==> src/rtl/instr_fetch_unit_if.sv <==
`default_nettype none
// ============================================================================
// Module      : instr_fetch_unit_if
// Description : Instruction-memory request/response bus of the fetch stage.
// Revision    : 1.0 - initial release
// ============================================================================
interface instr_fetch_unit_if;
    logic        imem_req_valid;
    logic        imem_req_ready;
    logic [31:0] imem_addr;
    logic        imem_resp_valid;
    logic [31:0] imem_rdata;

    modport master (
        output imem_req_valid,
        output imem_addr,
        input  imem_req_ready,
        input  imem_resp_valid,
        input  imem_rdata
    );

    modport slave (
        input  imem_req_valid,
        input  imem_addr,
        output imem_req_ready,
        output imem_resp_valid,
        output imem_rdata
    );
endinterface
`default_nettype wire

==> src/rtl/instr_fetch_unit.sv <==
`default_nettype none
// ============================================================================
// Module      : instr_fetch_unit
// Description : RV32I fetch stage - PC register, single-outstanding fetch and
//               next-PC selection with sticky misaligned-target fault.
// Revision    : 1.0 - initial release
// ============================================================================
module instr_fetch_unit #(
    parameter logic [31:0] RESET_PC = 32'h0000_0000
) (
    input  logic                      clk,
    input  logic                      rst_n,
    instr_fetch_unit_if.master        imem,
    output logic [31:0]               instr,
    output logic                      instr_valid,
    input  logic                      instr_ready,
    output logic [31:0]               pc_out,
    input  logic [31:0]               imm,
    input  logic [31:0]               rs1_val,
    input  logic                      branch_taken,
    input  logic                      jal,
    input  logic                      jalr,
    output logic                      fault,
    output logic [31:0]               fault_addr
);

    typedef enum logic [2:0] {
        ST_IDLE  = 3'd0,
        ST_REQ   = 3'd1,
        ST_WAIT  = 3'd2,
        ST_HOLD  = 3'd3,
        ST_FAULT = 3'd4
    } state_t;

    state_t      state_q, state_d;
    logic [31:0] pc_q, pc_d;
    logic [31:0] instr_q, instr_d;
    logic        instr_valid_q, instr_valid_d;
    logic        fault_q, fault_d;
    logic [31:0] fault_addr_q, fault_addr_d;

    logic        w_req_valid;
    logic        w_handshake;
    logic [31:0] w_jalr_sum;
    logic [31:0] w_target;

    assign w_handshake = instr_valid_q && instr_ready;
    assign w_jalr_sum  = rs1_val + imm;

    // JALR wins over JAL/branch; bit 0 of the JALR target is architecturally cleared.
    assign w_target = jalr                ? (w_jalr_sum & ~32'h1) :
                      (jal | branch_taken) ? (pc_q + imm)          :
                                             (pc_q + 32'd4);

    always_comb begin
        state_d       = state_q;
        pc_d          = pc_q;
        instr_d       = instr_q;
        instr_valid_d = instr_valid_q;
        fault_d       = fault_q;
        fault_addr_d  = fault_addr_q;
        w_req_valid   = 1'b0;

        case (state_q)
            ST_IDLE: state_d = ST_REQ;
            ST_REQ: begin
                w_req_valid = 1'b1;
                if (imem.imem_req_ready) begin
                    state_d = ST_WAIT;
                end
            end
            ST_WAIT: begin
                if (imem.imem_resp_valid) begin
                    instr_d       = imem.imem_rdata;
                    instr_valid_d = 1'b1;
                    state_d       = ST_HOLD;
                end
            end
            ST_HOLD: begin
                if (w_handshake) begin
                    instr_valid_d = 1'b0;
                    if (w_target[1:0] == 2'b00) begin
                        pc_d    = w_target;
                        state_d = ST_REQ;
                    end else begin
                        fault_d      = 1'b1;
                        fault_addr_d = w_target;
                        state_d      = ST_FAULT;
                    end
                end
            end
            ST_FAULT: state_d = ST_FAULT;
            default:  state_d = ST_IDLE;
        endcase
    end

    always_ff @(posedge clk or negedge rst_n) begin
        if (!rst_n) begin
            state_q       <= ST_IDLE;
            pc_q          <= RESET_PC;
            instr_q       <= 32'h0;
            instr_valid_q <= 1'b0;
            fault_q       <= 1'b0;
            fault_addr_q  <= 32'h0;
        end else begin
            state_q       <= state_d;
            pc_q          <= pc_d;
            instr_q       <= instr_d;
            instr_valid_q <= instr_valid_d;
            fault_q       <= fault_d;
            fault_addr_q  <= fault_addr_d;
        end
    end

    assign imem.imem_req_valid = w_req_valid;
    assign imem.imem_addr      = pc_q;
    assign instr               = instr_q;
    assign instr_valid         = instr_valid_q;
    assign pc_out              = pc_q;
    assign fault               = fault_q;
    assign fault_addr          = fault_addr_q;

endmodule
`default_nettype wire

==> src/flat_wrapper.sv <==
// flat-port wrapper written by rule: the top's interface ports become plain ports
module instr_fetch_unit_flat 
#(
    parameter logic [31:0] RESET_PC = 32'h0000_0000
)
  (clk, rst_n, instr, instr_valid, instr_ready, pc_out, imm, rs1_val, branch_taken, jal, jalr, fault, fault_addr, imem_imem_req_valid, imem_imem_addr, imem_imem_req_ready, imem_imem_resp_valid, imem_imem_rdata);
  instr_fetch_unit_if imem_i ();
  input  logic clk;
  input  logic rst_n;
  output logic [31:0] instr;
  output logic instr_valid;
  input  logic instr_ready;
  output logic [31:0] pc_out;
  input  logic [31:0] imm;
  input  logic [31:0] rs1_val;
  input  logic branch_taken;
  input  logic jal;
  input  logic jalr;
  output logic fault;
  output logic [31:0] fault_addr;
  output wire logic [$bits(imem_i.imem_req_valid)-1:0] imem_imem_req_valid;
  output wire logic [$bits(imem_i.imem_addr)-1:0] imem_imem_addr;
  input wire logic [$bits(imem_i.imem_req_ready)-1:0] imem_imem_req_ready;
  input wire logic [$bits(imem_i.imem_resp_valid)-1:0] imem_imem_resp_valid;
  input wire logic [$bits(imem_i.imem_rdata)-1:0] imem_imem_rdata;
  assign imem_imem_req_valid = imem_i.imem_req_valid;
  assign imem_imem_addr = imem_i.imem_addr;
  assign imem_i.imem_req_ready = imem_imem_req_ready;
  assign imem_i.imem_resp_valid = imem_imem_resp_valid;
  assign imem_i.imem_rdata = imem_imem_rdata;
  instr_fetch_unit #(.RESET_PC(RESET_PC)) u_core (.clk(clk), .rst_n(rst_n), .imem(imem_i), .instr(instr), .instr_valid(instr_valid), .instr_ready(instr_ready), .pc_out(pc_out), .imm(imm), .rs1_val(rs1_val), .branch_taken(branch_taken), .jal(jal), .jalr(jalr), .fault(fault), .fault_addr(fault_addr));
endmodule
==> config.mk <==
export PLATFORM = sky130hd
export DESIGN_NAME = instr_fetch_unit_flat
export DESIGN_NICKNAME = d
export VERILOG_FILES = /design/src/rtl/instr_fetch_unit_if.sv /design/src/rtl/instr_fetch_unit.sv /design/src/flat_wrapper.sv
export SDC_FILE = /design/constraint.sdc
export NUM_CORES = 1
export LEC_CHECK = 0
export BUFFER_PORTS_ARGS = -buffer_cell sky130_fd_sc_hd__buf_2
export CAP_MARGIN = 20
export CORE_MARGIN = 2
export CORE_UTILIZATION = 29
export CTS_CLUSTER_DIAMETER = 60
export CTS_CLUSTER_SIZE = 20
export DETAILED_ROUTE_END_ITERATION = 10
export HOLD_SLACK_MARGIN = 0.08
export SYNTH_ARGS = -nofsm -noshare
export SYNTH_HDL_FRONTEND = slang
export SYNTH_SLANG_ARGS = --single-unit
==> constraint.sdc <==
create_clock -name clk -period 3.01 [get_ports clk]
set_input_delay 0.1505 -clock clk [delete_from_list [all_inputs] [get_ports clk]]
set_output_delay 0.1505 -clock clk [all_outputs]
set_load 0.02 [all_outputs]
### Yosys cells after proc, flatten, opt, wreduce, memory -nomap -nowiden

Cells that the tools add are included.

* flip-flop bits (word level): 101

* bitwise operators: 2
* add/subtract/negate cells: 3
* eq/ne operators: 7
* multiplexer cells: 11
* reduce and logical (&&, ||, !) cells: 9

Operator list (count)
* 32-bit adder: 2
* 32-bit two-way mux: 2
* 32-bit by 3-bit adder with 32-bit output, second input constant: 1
* 3-bit case mux with 5 select lines: 1
* 3-bit two-way mux: 4
* 3-bit AND reduction: 4
* 3-bit by 2-bit equality test with 1-bit output, second input constant: 2
* 2-bit != test, second input constant: 2
* 3-bit by 1-bit equality test with 1-bit output, second input constant: 1
* 3-bit equality test, second input constant: 1
* 3-bit logical NOT: 1
* 1-bit two-way mux: 3
* 2-bit logical NOT: 1
* 2-bit by 1-bit != test with 1-bit output, second input constant: 1
* 1-bit case mux with 2 select lines: 1
* 2-bit AND reduction: 1
* 2-bit nonzero test: 1
* 1-bit logical AND: 1
* 1-bit inverter: 1
* 1-bit OR: 1

### Depth between registers and ports, before layout

* depth in word-level cells: 7
* mapped depth: 13
* gate-level depth less buffers: 13

### Worst setup path after synthesis

OpenSTA, ideal clock, no wires.

* path kind: reg-to-reg
* from: register u_core.pc_q[0] (netlist: u_core.imem.imem_addr[0])
* to: register u_core.pc_q[30] (netlist: u_core.imem.imem_addr[30])
* setup slack: -0.252 ns
* path buffers: 0
* setup time: 0.125 ns
* arrival: 3.137 ns
* period minus slack after synthesis: 3.262 ns
* cell stages (with the launch flop): 14
* data required time: 2.885 ns
* path through: dfrtp_1 > ha_1 > fa_1 > a211oi_1 > o21ai_2 > a31oi_4 > o31ai_1 > nand4bb_1 > nand2_2 > o31ai_1 > or3_1 > a311oi_1 > a21oi_1 > mux2_2

* longest elaborated chain between the ends: 5
* elaborated cells on any way between the ends: 6
* those cells by class: 2 x add/sub; 2 x mux; 2 x reduce/logical

RTL lines
* from (decl): line instr_fetch_unit.sv:36 `logic [31:0] pc_q, pc_d;`
* from (signal assigned): line instr_fetch_unit.sv:107 `pc_q <= pc_d;`
* 32-bit by 3-bit adder with 32-bit output / 32-bit adder (equally long branches): line instr_fetch_unit.sv:53, instr_fetch_unit.sv:52
* 32-bit two-way mux *: line instr_fetch_unit.sv:52 `(jal | branch_taken) ? (pc_q + imm) :`
* 32-bit two-way mux *: line instr_fetch_unit.sv:51 `assign w_target = jalr ? (w_jalr_sum & ~32'h1) :`
* 2-bit logical NOT: line instr_fetch_unit.sv:82 `if (w_target[1:0] == 2'b00) begin`
* 3-bit AND reduction (no line)

Every way passes the cells marked *; elsewhere a longest branch is shown, timed or not.
A chain may end at the register's enable or synchronous reset.

### Worst setup path in the final report

* from: register u_core.pc_q[0] (netlist: u_core.imem.imem_addr[0])
* to: register u_core.fault_addr_q[30] (netlist: u_core.fault_addr[30])

* longest elaborated chain between the ends: 6
* elaborated cells on any way between the ends: 7
* those cells by class: 2 x add/sub; 2 x mux; 1 x bitwise; 2 x reduce/logical

RTL lines
* 32-bit by 3-bit adder with 32-bit output / 32-bit adder (equally long branches): line instr_fetch_unit.sv:53, instr_fetch_unit.sv:52
* 32-bit two-way mux *: line instr_fetch_unit.sv:52
* 32-bit two-way mux *: line instr_fetch_unit.sv:51
* 2-bit logical NOT: line instr_fetch_unit.sv:82
* 1-bit inverter (no line)
* 3-bit AND reduction (no line)
* to (signal assigned): line instr_fetch_unit.sv:111 `fault_addr_q <= fault_addr_d;`
* to (decl): line instr_fetch_unit.sv:40 `logic [31:0] fault_addr_q, fault_addr_d;`

Marks and branches as above.

==> metrics <==
status finished, violations left; failing checks setup timing; main flop type after synthesis dfrtp_1; commonest non-fill, non-tap cells in the layout buf_2 (233), nor2_1 (102), buf_4 (101), dfrtp_1 (100), a21oi_1 (86); initial core utilization 0.294; proportion of layout cells with a drive suffix above 1 0.375; total power between 10 and 15 mW; largest net degree at the start of global routing 49; reg-to-reg endpoint u_core.fault_addr[30]; final setup fails 6; Clk pin slew, worst setup/hold paths about 0.080 ns; Hold Crit Class in2reg; final count of pins violating max slew 0; Synth Instances around 900; Seq/Total Area, Yosys 0.310; final setup skew about 0.013 ns; CP required about 3.3 ns; asr flop ratio synth 1.00; Longest Clk Path Bufs 2; Leakage roughly 5.2 nW; syn_nets approximately 1,100; Final Instance Count excl. Fillers about 1,600; YS warnings 0; commonest non-fill, non-tap cell in the layout buf_2; Avg Cell Area, Syn 8.80 µm²; core area 27,700 µm²; RSZ-0062 raised after global routing yes; Final WS setup -0.0778 ns; Setup crit end kind flop; IO Port Bufs approximately 230; dpl cells 1,570; Hold Startpoint imem_imem_resp_valid; Routed Antenna Nets 0; antenna violations before repair 0; FF+latch count, synth 101; PwrDens about 940 nW/µm²; Reg2Reg Setup Slack -0.08 ns; total CTS buffers 9; Worst Hold Depth 3; Die Area slightly below 30,000 µm²; routed len/inst about 17 µm; detailed placement HPWL roughly 21 mm; Worst slew margin 0.628; crit path kind reg2reg; Max Cap Violations 0; Crit Path Max Fanout 2; diodes inserted 0; clk_lat worst skew 0.37 ns; Area Growth Syn to Fin 37.2%; drt first pass iters 5; Least-Margin Pin Slew 0.557 ns; first-pass GRT wire length approximately 41 mm; R2R cell count 13; Final Cycle Share 1.03; worst vdd ir roughly 0.51 mV; post-synth cell types 70; start of the worst register-to-register path u_core.imem.imem_addr[0]; final hold violations 0; gp weighted congestion 0.895; WP data arrival about 3.3 ns; Rows between 60 and 70; CTS tree yes; IO Count 235; H-tree lvl count 3; Post-synth EDFFs 0; drt total wl 27.7 mm; Nets 1,412; critical path startpoint category flop; 1st-iter DRT viols approximately 400; fillcell total between 2,000 and 3,000; vias in the first global route approximately 7,600; WHS Endpoint u_core.state_q[0]; Die Wd ~170 µm; Clock Sinks just over 100; via density per instance 5.03; DRC Markers 0; Fmax roughly 320 MHz; grt total ovfl 0; minimum clock period after layout between 3 and 4 ns; All-Layer GR Usage 0.184; Die Ht around 170 µm; Post-Syn Area around 8100 µm²; root buf cell clkbuf_16; via count slightly above 8,000; Setup crit start u_core.imem.imem_addr[0]
[cell type report]
cell class,instances,area [µm²],area share
tap,378,473,0.0423
sequential,101,2530,0.226
multi-input combinational,747,5470,0.489
inverter,12,45.0,0.00403
timing repair buffer,373,2350,0.210
clock buffer,9,225,0.0201
clock inverter,7,88.8,0.00795
[how the worst max path moves through the flow]
stage	end	slack, ns
finish	u_core.fault_addr[30]	-0.08
global route	u_core.fault_addr[30]	-0.20
CTS	u_core.fault_addr[30]	-0.12
detailed placement	u_core.fault_addr[30]	-0.18
global placement	u_core.fault_addr[30]	-0.13
floorplan	u_core.imem.imem_addr[30]	0.005
[per-layer routing]
layer	vias up	wire (µm)	global-route usage
li1	3957	-	-
met1	3887	12100	0.240
met2	291	13200	0.312
met3	47	1670	0.0262
met4	0	717	0.0593
met5	-	0	0
[flip-flops by register name (all words and copies together) (netlist names)]
register / flops
u_core.state_q: 3
u_core.instr_valid: 1
u_core.fault: 1
u_core.instr: 32
u_core.fault_addr: 32
u_core.imem.imem_addr: 32
[worst max-delay path: stages (launching register included)]
cell	delay [ns]
dfrtp_2	0.43
ha_4	0.17
fa_2	0.35
a211oi_2	0.29
o21ai_2	0.11
a31oi_4	0.22
o31ai_2	0.10
nand4bb_1	0.21
nand2_2	0.10
o31ai_1	0.09
or3_1	0.33
a311oi_2	0.21
a21oi_1	0.08
mux2_2	0.29
[cell usage after synthesis, types with 6 or more instances]
cell type | n | area (µm²)
xor2_1 | 37 | 324
nand2b_1 | 6 | 37.5
clkbuf_1 | 24 | 90.1
nand3_1 | 23 | 115
nor3_1 | 6 | 30.0
o211ai_1 | 7 | 52.6
a31oi_1 | 13 | 81.3
nand2_1 | 85 | 319
a211oi_1 | 21 | 158
dfrtp_1 | 101 | 2530
o21a_1 | 7 | 52.6
a21o_1 | 30 | 225
inv_1 | 12 | 45.0
o21ai_1 | 6 | 30.0
nor2b_1 | 8 | 50.1
ha_1 | 62 | 776
a21oi_1 | 92 | 460
o21ai_0 | 42 | 210
and3_1 | 10 | 62.6
o31ai_1 | 8 | 60.1
mux2_2 | 61 | 687
xnor2_1 | 39 | 342
nand4_1 | 11 | 68.8
nor2_1 | 103 | 387
buf_4 | 32 | 240
[timing repair]
action | 4_1_cts | 5_1_grt
gates resized for setup | 8 | 32
hold buffers | 35 | 0
hold endpoints to repair | 61 | 0
endpoints found under the setup margin | 15 | 29
setup buffers | 1 | 5
pin swaps | 8 | 29
[metrics by stage]
step	util	instance area (µm²)	setup TNS, ns	worst slack [ns]	hold WS (ns)
after detailed placement	0.369	10200	-1.83	-0.177	0.151
after floorplan	-	8170	0	0.00466	-0.145
after CTS	0.396	11000	-0.268	-0.120	0.156
after global placement	0.369	10200	-1.04	-0.125	0.141
after global routing	0.403	11200	-2.04	-0.202	0.169
final	0.403	11200	-0.199	-0.0778	0.164
[kinds of logic after synthesis]
group | count (synthesis) | synth area share
AOI/OAI and AO/OA | 263 | 0.210
and+or+nand+nor | 279 | 0.158
xor gates and xnor gates | 76 | 0.0817
muxes | 65 | 0.0892
adders and majority gates | 64 | 0.100
DFF | 101 | 0.310
buffers and inverters | 78 | 0.0515
[power breakdown]
part | leakage (nW) | switching [mW] | internal [mW]
logic | 3.86 | 3.88 | 2.91
registers | 1.21 | 0.467 | 2.01
clock network | 0.152 | 0.646 | 0.601
(Power assumes the default switching activity.)
